===== config.mk =====
export PLATFORM = sky130hd
export DESIGN_NAME = serial_adder32
export DESIGN_NICKNAME = d
export VERILOG_FILES = /design/src/rtl/serial_adder32.sv
export SDC_FILE = /design/constraint.sdc
export NUM_CORES = 1
export LEC_CHECK = 0
export BUFFER_PORTS_ARGS = -buffer_cell sky130_fd_sc_hd__buf_2
export CORE_UTILIZATION = 55
export CTS_CLUSTER_SIZE = 24
export DETAILED_ROUTE_END_ITERATION = 16
export GPL_TIMING_DRIVEN = 0
export PLACE_DENSITY_LB_ADDON = 0.25
export SLEW_MARGIN = 20
export SYNTH_ARGS = -nofsm -noshare
export SYNTH_HDL_FRONTEND = slang
export SYNTH_SLANG_ARGS = --single-unit

===== constraint.sdc =====
create_clock -name clk -period 4.66 [get_ports clk]
set_input_delay 0.466 -clock clk [delete_from_list [all_inputs] [get_ports clk]]
set_output_delay 0.466 -clock clk [all_outputs]
set_load 0.005 [all_outputs]

===== src/rtl/serial_adder32.sv =====
// Bit-serial adder: one full_adder cell is reused WIDTH times, LSB first,
// with the carry held in a flop between bits. A small IDLE/RUN/DONE FSM
// sequences operand capture, the bit loop and result delivery.

// ---------------------------------------------------------------------------
// full_adder: the single-bit adder cell the serial datapath is built around.
// ---------------------------------------------------------------------------
module full_adder (
  input  logic a,
  input  logic b,
  input  logic carry_in,
  output logic sum_bit,
  output logic carry_out
);

  logic half_sum;

  // Pure combinational sum/carry of three single-bit inputs.
  always_comb begin
    half_sum  = a ^ b;
    sum_bit   = half_sum ^ carry_in;
    carry_out = (a & b) | (carry_in & half_sum);
  end

endmodule

// ---------------------------------------------------------------------------
// serial_adder32
//
// Handshake (both sides): a transfer happens on a rising edge where valid and
// ready are both 1. The producer holds valid (and its data) until that edge;
// ready never depends on valid in the same cycle. in_ready is 1 only in IDLE,
// out_valid is 1 only in DONE, so accepting a new operand pair and
// delivering a result can never happen on the same edge. in_valid seen in
// RUN or DONE is dropped, not queued.
// ---------------------------------------------------------------------------
module serial_adder32 #(
  parameter int WIDTH = 32,
  parameter int CNT_W = 5
) (
  input  logic             clk,
  input  logic             rst,
  input  logic             in_valid,
  output logic             in_ready,
  input  logic [WIDTH-1:0] a,
  input  logic [WIDTH-1:0] b,
  input  logic             carry_in,
  output logic             out_valid,
  input  logic             out_ready,
  output logic [WIDTH-1:0] sum,
  output logic             carry_out,
  output logic             overflow,
  output logic [1:0]       state_dbg
);

  typedef enum logic [1:0] {
    IDLE = 2'd0,
    RUN  = 2'd1,
    DONE = 2'd2
  } state_t;

  // Counter value on the edge that processes the MSB.
  localparam logic [CNT_W-1:0] LAST_BIT = CNT_W'(WIDTH - 1);

  state_t             state;
  state_t             state_next;

  logic [WIDTH-1:0]   a_sh;
  logic [WIDTH-1:0]   b_sh;
  logic [WIDTH-1:0]   sum_sh;
  logic               carry_reg;
  logic [CNT_W-1:0]   bit_cnt;

  logic               fa_sum;
  logic               fa_carry;
  logic               accept;
  logic               deliver;
  logic               last_bit;
  logic [WIDTH-1:0]   sum_shifted;

  // The one and only adder cell: sees the current LSBs and the held carry.
  full_adder u_fa (
    .a         (a_sh[0]),
    .b         (b_sh[0]),
    .carry_in  (carry_reg),
    .sum_bit   (fa_sum),
    .carry_out (fa_carry)
  );

  // Handshake qualifiers and the shifted sum word, decoded from state.
  always_comb begin
    in_ready    = (state == IDLE);
    out_valid   = (state == DONE);
    accept      = in_valid && in_ready;
    deliver     = out_valid && out_ready;
    last_bit    = (state == RUN) && (bit_cnt == LAST_BIT);
    sum_shifted = {fa_sum, sum_sh[WIDTH-1:1]};
    state_dbg   = state;
  end

  // State register; reset aborts any operation back to IDLE.
  always_ff @(posedge clk or posedge rst) begin
    if (rst) begin
      state <= IDLE;
    end else begin
      state <= state_next;
    end
  end

  // Next-state logic.
  always_comb begin
    state_next = state;
    case (state)
      IDLE: if (accept)   state_next = RUN;
      RUN:  if (last_bit) state_next = DONE;
      DONE: if (deliver)  state_next = IDLE;
      default:            state_next = IDLE;
    endcase
  end

  // Operand shift registers, carry flop and bit counter.
  always_ff @(posedge clk or posedge rst) begin
    if (rst) begin
      a_sh      <= '0;
      b_sh      <= '0;
      sum_sh    <= '0;
      carry_reg <= 1'b0;
      bit_cnt   <= '0;
    end else if (accept) begin
      a_sh      <= a;
      b_sh      <= b;
      sum_sh    <= '0;
      carry_reg <= carry_in;
      bit_cnt   <= '0;
    end else if (state == RUN) begin
      a_sh      <= a_sh >> 1;
      b_sh      <= b_sh >> 1;
      sum_sh    <= sum_shifted;
      carry_reg <= fa_carry;
      bit_cnt   <= bit_cnt + CNT_W'(1);
    end
  end

  // Result registers: loaded only when the MSB is processed, so a partial
  // result is never visible; they keep their value after delivery.
  always_ff @(posedge clk or posedge rst) begin
    if (rst) begin
      sum       <= '0;
      carry_out <= 1'b0;
      overflow  <= 1'b0;
    end else if (last_bit) begin
      sum       <= sum_shifted;
      carry_out <= fa_carry;
      // carry_reg here is the carry into the MSB.
      overflow  <= carry_reg ^ fa_carry;
    end
  end

endmodule


==> results summary, run 1 <==
The run finished with clean final reports. The number of antenna violations at the first check in global routing is 0. Timing analysis after detailed placement gives a worst setup slack of 2691 ps. The floorplan die area came out at 10670 um2.

In this run the clock root is driven by a sky130_fd_sc_hd__clkbuf_8. In the finished design, the share of the clock period the worst path needs comes to 0.4225. The height of the die is 103.3 um. The setup violation total in the final timing report came out at 0.

Setup repair after global routing left no endpoint under its margin. The compound-gate portion of the synthesized area is 0.09266. The worst-skew pair later-pin latency is 510 ps. The area of placed instances came out at 6376 um2. The synthesis-stage register bit count is 137. The minimum period implied by the final worst setup slack is 1969 ps.

The area of the placeable core is 9864 um2. The part of the Yosys area used for sequential elements is 0.6074. The fraction of the mapped netlist area in simple logic gates came out at 0.1762. The count of port buffers added during placement is 106. The mean number of vias per cell came out at 5.371. The longest clock path from root to sink contains 2 buffers. The via count is 4313. The setup path with the least slack is of type register to register.

The maximum net fanout on the critical path came out at 10. The top flip-flop cell by instance count after synthesis is sky130_fd_sc_hd__dfrtp_1. The total routing resource utilization after global routing is 0.2367. In the synthesized netlist, the number of instances is 530. After synthesis, the netlist uses 30 different library cells. The remaining global-route overflow is 0. The count of endpoints failing hold in the final timing report is 0. The sort of element at the start of the critical path is a register.

The number of instances in the placed design is 770. The level count of the clock H-tree came out at 4. The leakage power came out at 0.003812 uW. STA puts the critical path data required time at 5050 ps.

The final wirelength is 11670 um. The number of design rule violations left after detail routing is 0. Data on the critical path arrives at its endpoint at 2360 ps. Of the post-synthesis cell area, the part taken by muxes is 0.06761. The area share of the largest cell type after synthesis came out at 0.6074.

The min-delay analysis places its worst path in the category input pin to register. In this run the cell area of the synthesized design comes to 5644 um2. The violation count after the first detailed-route iteration is 160. Clock-pin slew was measured on the worst setup and hold paths at 60 ps.

The share of final-layout standard cells stronger than drive strength 1 is 0.2746. The largest registers in the layout are a_sh x32, b_sh x32, sum x32. The finished cells cover 7014 um2.

At the end of the flow, the number of nets in the layout was 729. The number of flops mapped to enable cells by yosys is 0. Dividing the synthesized area by the synthesized cell count gives 10.65 um2.

Clock skew on the completed layout was measured at 5.285 ps. The via count of the first global-routing pass is 4151. The routability congestion estimate from global placement came out at 0.7276.

The number of iterations in the first detailed-routing pass is 5. The top-level I/O count came out at 107. The timing-limited maximum frequency is 0.5079 GHz. The number of nets in the synthesized netlist is 602.

The area growth from synthesis to layout is 24.27%. The transition time at the pin with the least slew margin came out at 463.5 ps. The cell taking the most area after synthesis is sky130_fd_sc_hd__dfrtp_1. The placed wire-length estimate after detailed placement came out at 7835 um. The number of buffers created by CTS came out at 17. VDD sags by at most 0.0002971 V. The endpoint type of the worst setup path is a register. Across the run, the number of max-cap violations was 0. The final max-slew violation count is 0. After synthesis, the largest family of logic cells by area is simple AND/OR/NAND/NOR gates. Measured against its own limit, the worst slew margin works out to 0.6910. The first global-routing pass estimated 19050 um of wire. The initial utilization of the core area, before any placement, comes to 0.5722. The final worst slack came out at 2691 ps. After routing, the total negative slack on setup checks comes to 0 ps. The share of synthesized registers carrying an async set or reset is 1.000. The count of cells in the finished layout, fillers not included, comes to 803. Of the total synthesized cell area, the portion taken by XOR and XNOR cells is 0.001552. For this run, the number of Yosys warnings is 0. Ranked by total cell area, the synthesized netlist is headed by sky130_fd_sc_hd__dfrtp_1 61%, sky130_fd_sc_hd__nand2_1 13%, sky130_fd_sc_hd__a22oi_1 8.4%.

The floorplan step set the die width to 103.3 um. The power per cell area is 673.8 nW/um2. The number of routed nets with antenna violations is 0. The number of buffers inserted by post-CTS setup repair came out at 0. TritonCTS built the clock tree. Entering global routing, the biggest net connects 95 pins. The detail-routed net length per standard cell came out at 14.54 um. 0 antenna diodes ended up in the layout. Of the total synthesized cell area, the portion taken by full adders, half adders and majority gates is 0.007980. The number of rows in the core area is 36.

Counting the fill cells in the layout gives 732. For this design, the sink count on the clock tree is 137.
[area by class of cell]
type | instances | area, um2 | area share
sequential | 137 | 3428 | 0.4888
multi-input combinational | 353 | 1953 | 0.2785
timing repair buffer | 108 | 568.0 | 0.08098
clock buffer | 21 | 459.2 | 0.06547
buffer | 38 | 255.2 | 0.03639
clock inverter | 11 | 168.9 | 0.02408
tap | 133 | 166.4 | 0.02372
inverter | 2 | 15.01 | 0.002141
[path summary, 6_finish.rpt]
path | slack, ps | depth (start not counted) | start | endpoint
max | 2690 | 7 | bit_cnt[0] | sum[6]
min | 140 | 2 | out_ready | state_dbg[1]
max reg2reg | 2690 | 7 | bit_cnt[0] | sum[6]
min reg2reg | 480 | 2 | b_sh[26] | b_sh[26]
max in group asynchronous | 3430 | 4 | rst | a_sh[21]
min in group asynchronous | 490 | 3 | rst | sum[24]
[metal layers]
layer / track usage / share of wire / wire length [um]
met5: 0 / 0 / 0
met4: 0.08451 / 0.012 / 142
met3: 0.07728 / 0.054 / 630
met2: 0.3764 / 0.50 / 5796
met1: 0.3066 / 0.44 / 5104
[power by group]
part	leakage, uW	internal (uW)	switching (uW)
Combinational	0.00173	606	757
Sequential	0.00179	1670	292
Clock	0.000296	910	487
Total	0.00381	3190	1540
[placed cells by master, fill, tap and decap left out, types with 2 or more instances in the layout]
cell,instances
sky130_fd_sc_hd__clkbuf_16,16
sky130_fd_sc_hd__buf_6,8
sky130_fd_sc_hd__buf_2,127
sky130_fd_sc_hd__dfrtp_1,137
sky130_fd_sc_hd__clkinv_2,2
sky130_fd_sc_hd__mux2_2,6
sky130_fd_sc_hd__clkbuf_1,3
sky130_fd_sc_hd__ha_1,2
sky130_fd_sc_hd__clkbuf_8,4
sky130_fd_sc_hd__o21ai_0,3
sky130_fd_sc_hd__nand3_2,2
sky130_fd_sc_hd__buf_4,7
sky130_fd_sc_hd__mux2_1,27
sky130_fd_sc_hd__nand2b_1,2
sky130_fd_sc_hd__clkinvlp_4,4
sky130_fd_sc_hd__a22oi_1,63
sky130_fd_sc_hd__nor2_1,2
sky130_fd_sc_hd__bufinv_16,4
sky130_fd_sc_hd__nand2_1,199
sky130_fd_sc_hd__nand3_1,33
[worst max-delay path, stage by stage (launching register included)]
cell	delay, ps
sky130_fd_sc_hd__dfrtp_1	410
sky130_fd_sc_hd__ha_1	240
sky130_fd_sc_hd__and3_1	190
sky130_fd_sc_hd__ha_1	200
sky130_fd_sc_hd__nand3b_1	90
sky130_fd_sc_hd__buf_4	190
sky130_fd_sc_hd__buf_6	180
sky130_fd_sc_hd__mux2_1	330
[cells in the mapped netlist, types with 2 or more instances]
cell type                  count
sky130_fd_sc_hd__nand2_1     199
sky130_fd_sc_hd__dfrtp_1     137
sky130_fd_sc_hd__a22oi_1      63
sky130_fd_sc_hd__nand3_1      33
sky130_fd_sc_hd__mux2_1       27
sky130_fd_sc_hd__buf_2        21
sky130_fd_sc_hd__buf_6         8
sky130_fd_sc_hd__buf_4         7
sky130_fd_sc_hd__mux2_2        6
sky130_fd_sc_hd__o21ai_0       3
sky130_fd_sc_hd__clkbuf_1      2
sky130_fd_sc_hd__ha_1          2
sky130_fd_sc_hd__inv_1         2
sky130_fd_sc_hd__nand2b_1      2
sky130_fd_sc_hd__nand3_2       2
sky130_fd_sc_hd__nor2_1        2
[timing repair]
| action | 4_1_cts | 5_1_grt |
|---|---|---|
| gates resized for setup | 0 | 0 |
| hold buffers | 1 | 0 |
| hold endpoints to repair | 43 | 0 |
[cell families (layout without fill, tap and decap cells)]
family,Yosys count,in the layout
and+or+nand+nor,244,244
muxes,34,34
buffers and inverters,40,180
adders and majority gates,3,3
AOI/OAI and AO/OA,71,71
xor gates and xnor gates,1,1
DFF,137,137
[per-stage QoR]
stage | hold slack [ps] | total power (uW) | utilization
floorplan | 437.2 | 2876 | -
global placement | 454.2 | 3250 | 0.6428
detailed placement | 462.8 | 3345 | 0.6464
CTS | 126.7 | 4768 | 0.7111
global route | 130.6 | 5073 | 0.7111
finish | 144.9 | 4726 | 0.7111
No activity file was read; power rests on OpenSTA's default activity.
==> inputs of run 2 (changes only) <==
CORE_UTILIZATION = 50   (was 55)
clock period = 1.75 ns   (was 4.66 ns; I/O delays follow)
==> run 2 against run 1 <==
Net effect:
- the flow now finishes with violations (negative setup slack)
- via count grew 6.7%
- non-clock buffer count grew 79
- final cell count grew 10%
- sequential share of layout area shrank 5.8 points
- combinational power grew to 3.1 times the previous value
- first-iteration DRC count grew 61%
- core utilization grew 1.6 points
- hold slack lost 53 ps
- critical endpoint is now sum[13]
- largest cell class unchanged
==> results summary, run 2 (synthesis results as in run 1) <==
The flow ran to the end, but the final reports show violations. The checks that failed: negative setup slack. The leakage power came to 0.004274 uW (+12%). The worst-skew pair later-pin latency came out at 410 ps (-100 ps). The placed wire-length estimate after detailed placement came to 8087 um (+3.2%). The count of port buffers added during placement is 106 (unchanged). The remaining global-route overflow came out at 0 (unchanged).

The maximum number of pins on one net before global-route repair is 36 (-62%). The clock slew at the register clock pins of the worst setup and hold paths came to 60 ps (about the same). The endpoint identified for the worst register-to-register timing path is sum[13]. The level count of the clock H-tree came out at 4 (unchanged). The via count of the first global-routing pass is 4537 (+9.3%).

The signal on the critical path passes through ha_2 > and3_4 > ha_4 > nand3b_1 > buf_6 > clkbuf_16 > mux2_4. The remaining max-slew budget at the tightest pin came out at 0.5639 (-0.1271). The fraction of the cycle the final worst path needs was 1.019 (+0.5964). The area of all placed cells without fillers was 7950 um2 (+13%). The endpoint type of the worst setup path is a register.

The slowest stage of the critical path is the sky130_fd_sc_hd__dfrtp_1 cell. The number of routed nets with antenna violations came out at 0 (unchanged). Setup repair after global routing could not meet its margin everywhere. The total power of the final layout came out at 12840 uW (+170%).

The source of the worst register-to-register timing path is bit_cnt[1]. The violation count after the first detailed-route iteration is 257 (+61%). The number of instances in the placed design came out at 780 (+1.3%). The critical path data arrival time is 2070 ps (-290 ps).

For hold timing, the worst endpoint is state_dbg[0]. The number of design rule violations left after detail routing came to 0 (unchanged). The top-level I/O count came out at 107 (unchanged). The largest registers in the layout are a_sh x32, b_sh x32, sum x32.

The number of buffers created by CTS came out at 17 (unchanged). The library cell used most frequently in the layout, excluding fill and tap cells, is sky130_fd_sc_hd__nand2_1. The final wirelength came to 13110 um (+12%). The flop-to-flop setup slack is -30 ps (-2720 ps). The number of diodes came out at 0 (unchanged).

From synthesis to final layout, the design area changed by 40.86%. The peak supply drop came out at 0.0007871 V (+160%). In the layout the commonest cells are 199 x sky130_fd_sc_hd__nand2_1, 137 x sky130_fd_sc_hd__dfrtp_1, 127 x sky130_fd_sc_hd__buf_2. The detail-routed net length per standard cell came out at 14.78 um (+1.7%).

The final standard cell utilization of the core came out at 0.7270 (+0.01594). The floorplan die area came out at 11720 um2 (+9.8%). The required time at the worst-slack endpoint came out at 2040 ps (-3010 ps). In this run the most critical hold path is launched from in_valid. The final worst slack was -33.12 ps (-2724 ps). The delay contributed by the slowest stage of the critical path was 390 ps (-20 ps). The die outline width is 108.2 um (+4.8%). The mean number of vias per cell is 5.189 (-3.4%). The setup violation total in the final timing report came out at 23 (+23). The area of placed instances came to 6440 um2 (+1.0%). The number of rows in the core area is 38 (+5.6%). The first-pass GRT wire length was 21490 um (+13%). TritonCTS built the clock tree. The cell depth of the worst min-delay path was 3 (+1). The number of iterations in the first detailed-routing pass came out at 5 (unchanged). The TritonCTS sink count came to 137 (unchanged). The maximum net fanout on the critical path is 8 (-2). The effective utilization at floorplan is 0.5161 (-0.05604). The count of endpoints failing hold in the final timing report came out at 0 (unchanged). The area of the placeable core is 10940 um2 (+11%). The maximum clock skew at final layout was 9.475 ps (+4.190 ps). The worst setup path is of the register to register kind. STA classifies the critical path startpoint as a register.

The final non-filler cell total is 887 (+10%). The final max-slew violation count was 0 (unchanged). The power per cell area came to 1615 nW/um2 (+140%). The count of cells along the worst register-to-register path was 7 (unchanged). The transition time at the pin with the least slew margin is 652.8 ps (+189.3 ps). The routability congestion estimate from global placement came to 0.7262 (-0.19%).

The maximum buffer depth of the clock tree came out at 2 (unchanged). The share of final-layout standard cells stronger than drive strength 1 is 0.2945 (+0.01988). The number of max-cap violations came out at 0 (unchanged). The minimum period implied by the final worst setup slack was 1783 ps (-185.8 ps). The cell sitting at the root of the clock tree is a sky130_fd_sc_hd__clkbuf_16.

The worst hold path belongs to the class input pin to register. The number of antenna violations at the first check in global routing came to 0 (unchanged). The timing-limited maximum frequency came out at 0.5608 GHz (+10%). The height of the die is 108.2 um (+4.8%).

The filler cell count in the final layout is 797 (+8.9%). The number of nets in the layout came out at 808 (+11%). The post-placement worst setup slack came to -157.3 ps (-2848 ps). The total routing resource utilization after global routing is 0.2387 (+0.002023). The via count was 4603 (+6.7%).
run 2: where the power goes:
| part | switching, uW | internal, uW | total [uW] | leakage (uW) |
|---|---|---|---|---|
| Combinational | 2130 | 2060 | 4190 | 0.00221 |
| Sequential | 797 | 4460 | 5260 | 0.00179 |
| Clock | 1250 | 2140 | 3390 | 0.000274 |
run 2: how the worst max path moves through the flow:
stage / startpoint / endpoint / slack [ps] / cells after the start
floorplan: rst / a_sh[0] / -130 / 1
global placement: rst / b_sh[12] / -910 / 2
CTS: bit_cnt[1] / sum[31] / -30 / 7
global route: bit_cnt[0] / sum[18] / -80 / 7
detailed placement: bit_cnt[0] / sum[3] / -160 / 7
finish: bit_cnt[1] / sum[13] / -30 / 7
run 2: critical path: cells and delay by family (launching register included):
family        cells  cell delay (ps)
fa+ha+maj         2              330
buf+inv           2              380
flops             1              390
mux               1              290
simple gates      2              270
run 2: stage by stage:
step	hold slack, ps	TNS [ps]
6_report	91.53	-462.5
5_1_grt	87.56	-1893
4_1_cts	68.14	-327.8
3_5_place_dp	305.0	-3347
3_3_place_gp	369.4	-126480
2_1_floorplan	280.4	-18100
run 2: per-layer routing:
| layer | track usage | up-vias | wire length (um) |
|---|---|---|---|
| met3 | 0.06209 | 8 | 640 |
| met5 | 0 | - | 0 |
| met4 | 0.07926 | 0 | 78 |
| met1 | 0.3093 | 2267 | 5779 |
| met2 | 0.3913 | 122 | 6610 |
| li1 | - | 2206 | - |
run 2: layout make-up:
type                       count  area (um2)  share of cell area
buffer                        38       270.3             0.03399
sequential                   137        3428              0.4312
clock buffer                  21       460.4             0.05792
clock inverter                 9       100.1             0.01259
tap                          140       175.2             0.02203
multi-input combinational    353        2082              0.2619
inverter                       2       11.26            0.001416
timing repair buffer         187        1423              0.1789
run 2: timing repair:
item	in CTS	in global routing
endpoints found under the setup margin	27	34
pin swaps	2	1
hold endpoints to repair	92	0
cloned	1	2
gates resized for setup	13	27
setup buffers	6	1
hold buffers	67	0
==> inputs of run 3 (changes only) <==
ABC_AREA = 1   (was not set)
CORE_UTILIZATION = 55   (was 50)
clock period = 2.25 ns   (was 1.75 ns; I/O delays follow)
==> run 3 against run 2 <==
Net effect:
- the flow now finishes without violations
- routed wire length up 2.9%
- non-clock buffer count decreased by 14
- sequential power shrank 26%
- sequential cell count stayed put
==> results summary, run 3 <==
The synthesis-stage register bit count is 137 (unchanged). The area of the placeable core is 9819 um2 (-10%). The number of diodes came out at 0 (unchanged). sky130_fd_sc_hd__nand2_1 is the most common cell in the netlist. The placed wire-length estimate after detailed placement came to 7912 um (-2.2%). The share of final-layout standard cells stronger than drive strength 1 came out at 0.2086 (-0.08593). The via count of the first global-routing pass is 4800 (+5.8%).

The minimum period implied by the final worst setup slack came out at 1835 ps (+52.12 ps). The number of rows in the core area is 36 (-5.3%). The maximum net fanout on the critical path is 10 (+2). The height of the die came to 103.0 um (-4.9%). The die outline width is 103.0 um (-4.9%).

Signal routing reaches up to met4. The share of synthesized registers carrying an async set or reset is 1.000 (unchanged). The worst setup path is launched from a register. The first-pass GRT wire length came out at 21890 um (+1.9%). Compared with the post-synthesis result, the final layout area differs by 37.25%. The effective utilization at floorplan came out at 0.5710 (+0.05484). In the synthesized netlist the dominant register cell turns out to be sky130_fd_sc_hd__dfrtp_1. The TritonCTS sink count is 137 (unchanged). The number of max-cap violations came to 0 (unchanged). The detail-routed net length per standard cell was 13.87 um (-6.1%). The leakage power came to 0.003882 uW (-9.2%).

The path class of the tightest hold or removal check is input pin to register. The post-cts resize count is 0 (-13). The mean number of vias per cell came to 5.027 (-3.1%).

The cell depth of the worst min-delay path is 3 (unchanged). After synthesis, the cell types taking the most area are sky130_fd_sc_hd__dfrtp_1 61%, sky130_fd_sc_hd__nand2_1 19%, sky130_fd_sc_hd__nand3_1 6.0%. The count of synthesis-stage warnings from yosys is 0 (unchanged). The fraction of the cycle the final worst path needs came out at 0.8157 (-0.2033). The number of design rule violations left after detail routing is 0 (unchanged). The peak supply drop was 0.0005646 V (-28%).

The final max-slew violation count is 0 (unchanged). The maximum number of pins on one net before global-route repair came out at 38 (+5.6%). The number of nets in the layout is 898 (+11%). The sequential share of power came to 0.415 (+0.005).

The detailed-routed wire length on met3 is 721 um (+13%). The routed wire length on met2 is 6801 um (+2.9%). The remaining global-route overflow came out at 0 (unchanged). The most common cell after layout, fill and taps aside is sky130_fd_sc_hd__nand2_1.

The required time at the worst-slack endpoint came out at 2650 ps (+610 ps). The largest individual stage delay along the critical path comes from the cell sky130_fd_sc_hd__dfrtp_1. The cell at the root of the clock tree is sky130_fd_sc_hd__clkbuf_8. The routability congestion estimate from global placement came out at 0.7711 (+6.2%). The final standard cell utilization of the core is 0.7836 (+0.05664). The floorplan die area came to 10600 um2 (-9.5%). Setup repair after global routing left no endpoint under its margin. The power per cell area was 1214 nW/um2 (-25%). The setup violation total in the final timing report came out at 0 (-100%). The met1 wire length is 5709 um (-1.2%).

The part of the Yosys area used for sequential elements was 0.6115 (+0.004067). The count of endpoints failing hold in the final timing report came to 0 (unchanged). The cell area after synthesis is 5607 um2 (-0.67%). The number of iterations in the first detailed-routing pass is 5 (unchanged).

The maximum buffer depth of the clock tree came out at 2 (unchanged). The cell taking the most area after synthesis is sky130_fd_sc_hd__dfrtp_1. The clock slew at the register clock pins of the worst setup and hold paths came out at 60 ps (about the same). The final wirelength came out at 13480 um (+2.9%). The critical path data arrival time came out at 2230 ps (+160 ps).

The worst-skew pair later-pin latency is 530 ps (+120 ps). The via count is 4886 (+6.1%). The largest registers in the layout are a_sh x32, b_sh x32, sum x32. The remaining max-slew budget at the tightest pin is 0.5731 (+0.009147). The count of cell types in the netlist is 20 (-33%). The endpoint type of the worst setup path is a register. The transition time at the pin with the least slew margin was 640.3 ps (-12.43 ps).

The count of cells along the worst register-to-register path is 6 (-1). The average cell area after synthesis came out at 8.899 um2 (-16%). The delay contributed by the slowest stage of the critical path is 410 ps (+20 ps). The number of buffers created by CTS came out at 17 (unchanged). By count the netlist is led by 280 x sky130_fd_sc_hd__nand2_1, 137 x sky130_fd_sc_hd__dfrtp_1, 67 x sky130_fd_sc_hd__nand3_1. The timing-limited maximum frequency came out at 0.5449 GHz (-2.8%). The total internal power came out at 6274 uW (-28%). The level count of the clock H-tree came out at 4 (unchanged).

The critical path class is register to register. The top-level I/O count is 107 (unchanged). The switching power was 3065 uW (-27%).

The total routing resource utilization after global routing was 0.2773 (+0.03858). The number of routed nets with antenna violations came out at 0 (unchanged). TritonCTS built the clock tree. The number of flops mapped to enable cells by yosys came out at 0 (unchanged). The most repeated library cell on the critical path is sky130_fd_sc_hd__ha_1. The violation count after the first detailed-route iteration was 261 (+1.6%). The count of port buffers added during placement came to 106 (unchanged). The switching power share of the total is 0.3282 (+0.003139). The clock share of power is 0.322 (+0.058). The maximum clock skew at final layout came out at 10.59 ps (+1.111 ps). The area of all placed cells without fillers came to 7695 um2 (-3.2%).

The gate count of the mapped netlist is 630 (+19%). The number of nets in the synthesized netlist was 702 (+17%). Leaving out fill and tap cells, the most frequent cells in the layout are 280 x sky130_fd_sc_hd__nand2_1, 137 x sky130_fd_sc_hd__dfrtp_1, 114 x sky130_fd_sc_hd__buf_2. The area of placed instances came to 6387 um2 (-0.82%). The share of power burned in combinational logic came out at 0.263 (-0.063). The area share of the largest cell type after synthesis came out at 0.6115 (+0.004067). The number of antenna violations at the first check in global routing came to 0 (unchanged). The signal on the critical path passes through ha_1 > and3_1 > ha_1 > nand2_1 > clkbuf_1 > o21ai_1.

The flow ran to the end, and the final reports show no timing, DRC or antenna violations.
run 3: cell count changes after synthesis, sizes merged, moves of 2 or more:
cell and change:
a22oi -63, inv +34, nand2 +82, mux2 -33, clkbuf +13, nand2b -2
o21ai +61, nand3 +32, buf -17
run 3: through the flow:
step	std cells	hold slack (ps)	power [uW]	setup WS [ps]	TNS, ps
after floorplan	630	323.2	5442	317.9	0
after global placement	869	418.8	6075	-451.0	-61130
after detailed placement	873	220.2	6211	417.7	0
after CTS	972	19.89	9339	410.9	0
after global routing	972	41.05	9933	270.0	0
final	972	32.86	9338	414.8	0
run 3: per-layer routing:
| metal | track usage | vias up |
|---|---|---|
| met3 | 0.08475 | 29 |
| met5 | 0 | - |
| li1 | - | 2383 |
| met4 | 0.1029 | 0 |
| met1 | 0.3354 | 2303 |
| met2 | 0.4692 | 171 |
run 3: power groups by stage:
stage	clock network [uW]	registers [uW]	logic (uW)
floorplan	0	3790	1650
global placement	0	3850	2220
detailed placement	0	3890	2330
CTS	3030	3860	2440
global route	3140	3970	2830
finish	3000	3880	2460
run 3: final timing paths:
check	endpoint	startpoint	slack (ps)
setup / recovery	sum[13]	bit_cnt[0]	410
hold / removal	state_dbg[0]	in_valid	30
setup reg to reg	sum[13]	bit_cnt[0]	410
hold reg to reg	sum[19]	sum[19]	480
max in group asynchronous	sum_sh[11]	rst	1310
min in group asynchronous	b_sh[11]	rst	220
run 3: final cells by class:
cell class | instances | area (um2)
clock inverter | 14 | 219.0
fill | 664 | 2125
buffer | 34 | 193.9
sequential | 137 | 3428
inverter | 36 | 141.4
multi-input combinational | 423 | 1847
timing repair buffer | 177 | 1281
clock buffer | 18 | 417.9
tap | 133 | 166.4
run 3: cell families after synthesis:
| kind of cell | Yosys count | share of synthesized area |
|---|---|---|
| fa+ha+maj | 3 | 0.008033 |
| buf+inv | 70 | 0.05914 |
| compound gates | 66 | 0.06673 |
| flops | 137 | 0.6115 |
| xor+xnor | 2 | 0.003125 |
| simple gates | 352 | 0.2515 |
run 3: critical path: cells and delay by family, from the launching register on:
family	cells	cell delay (ps)
compound gates	1	110
flops	1	410
fa+ha+maj	2	470
buf+inv	1	390
simple gates	2	330
run 3: repair_timing:
action,4_1_cts,5_1_grt
hold endpoints to repair,132,0
hold buffers,67,0
setup buffers,0,0
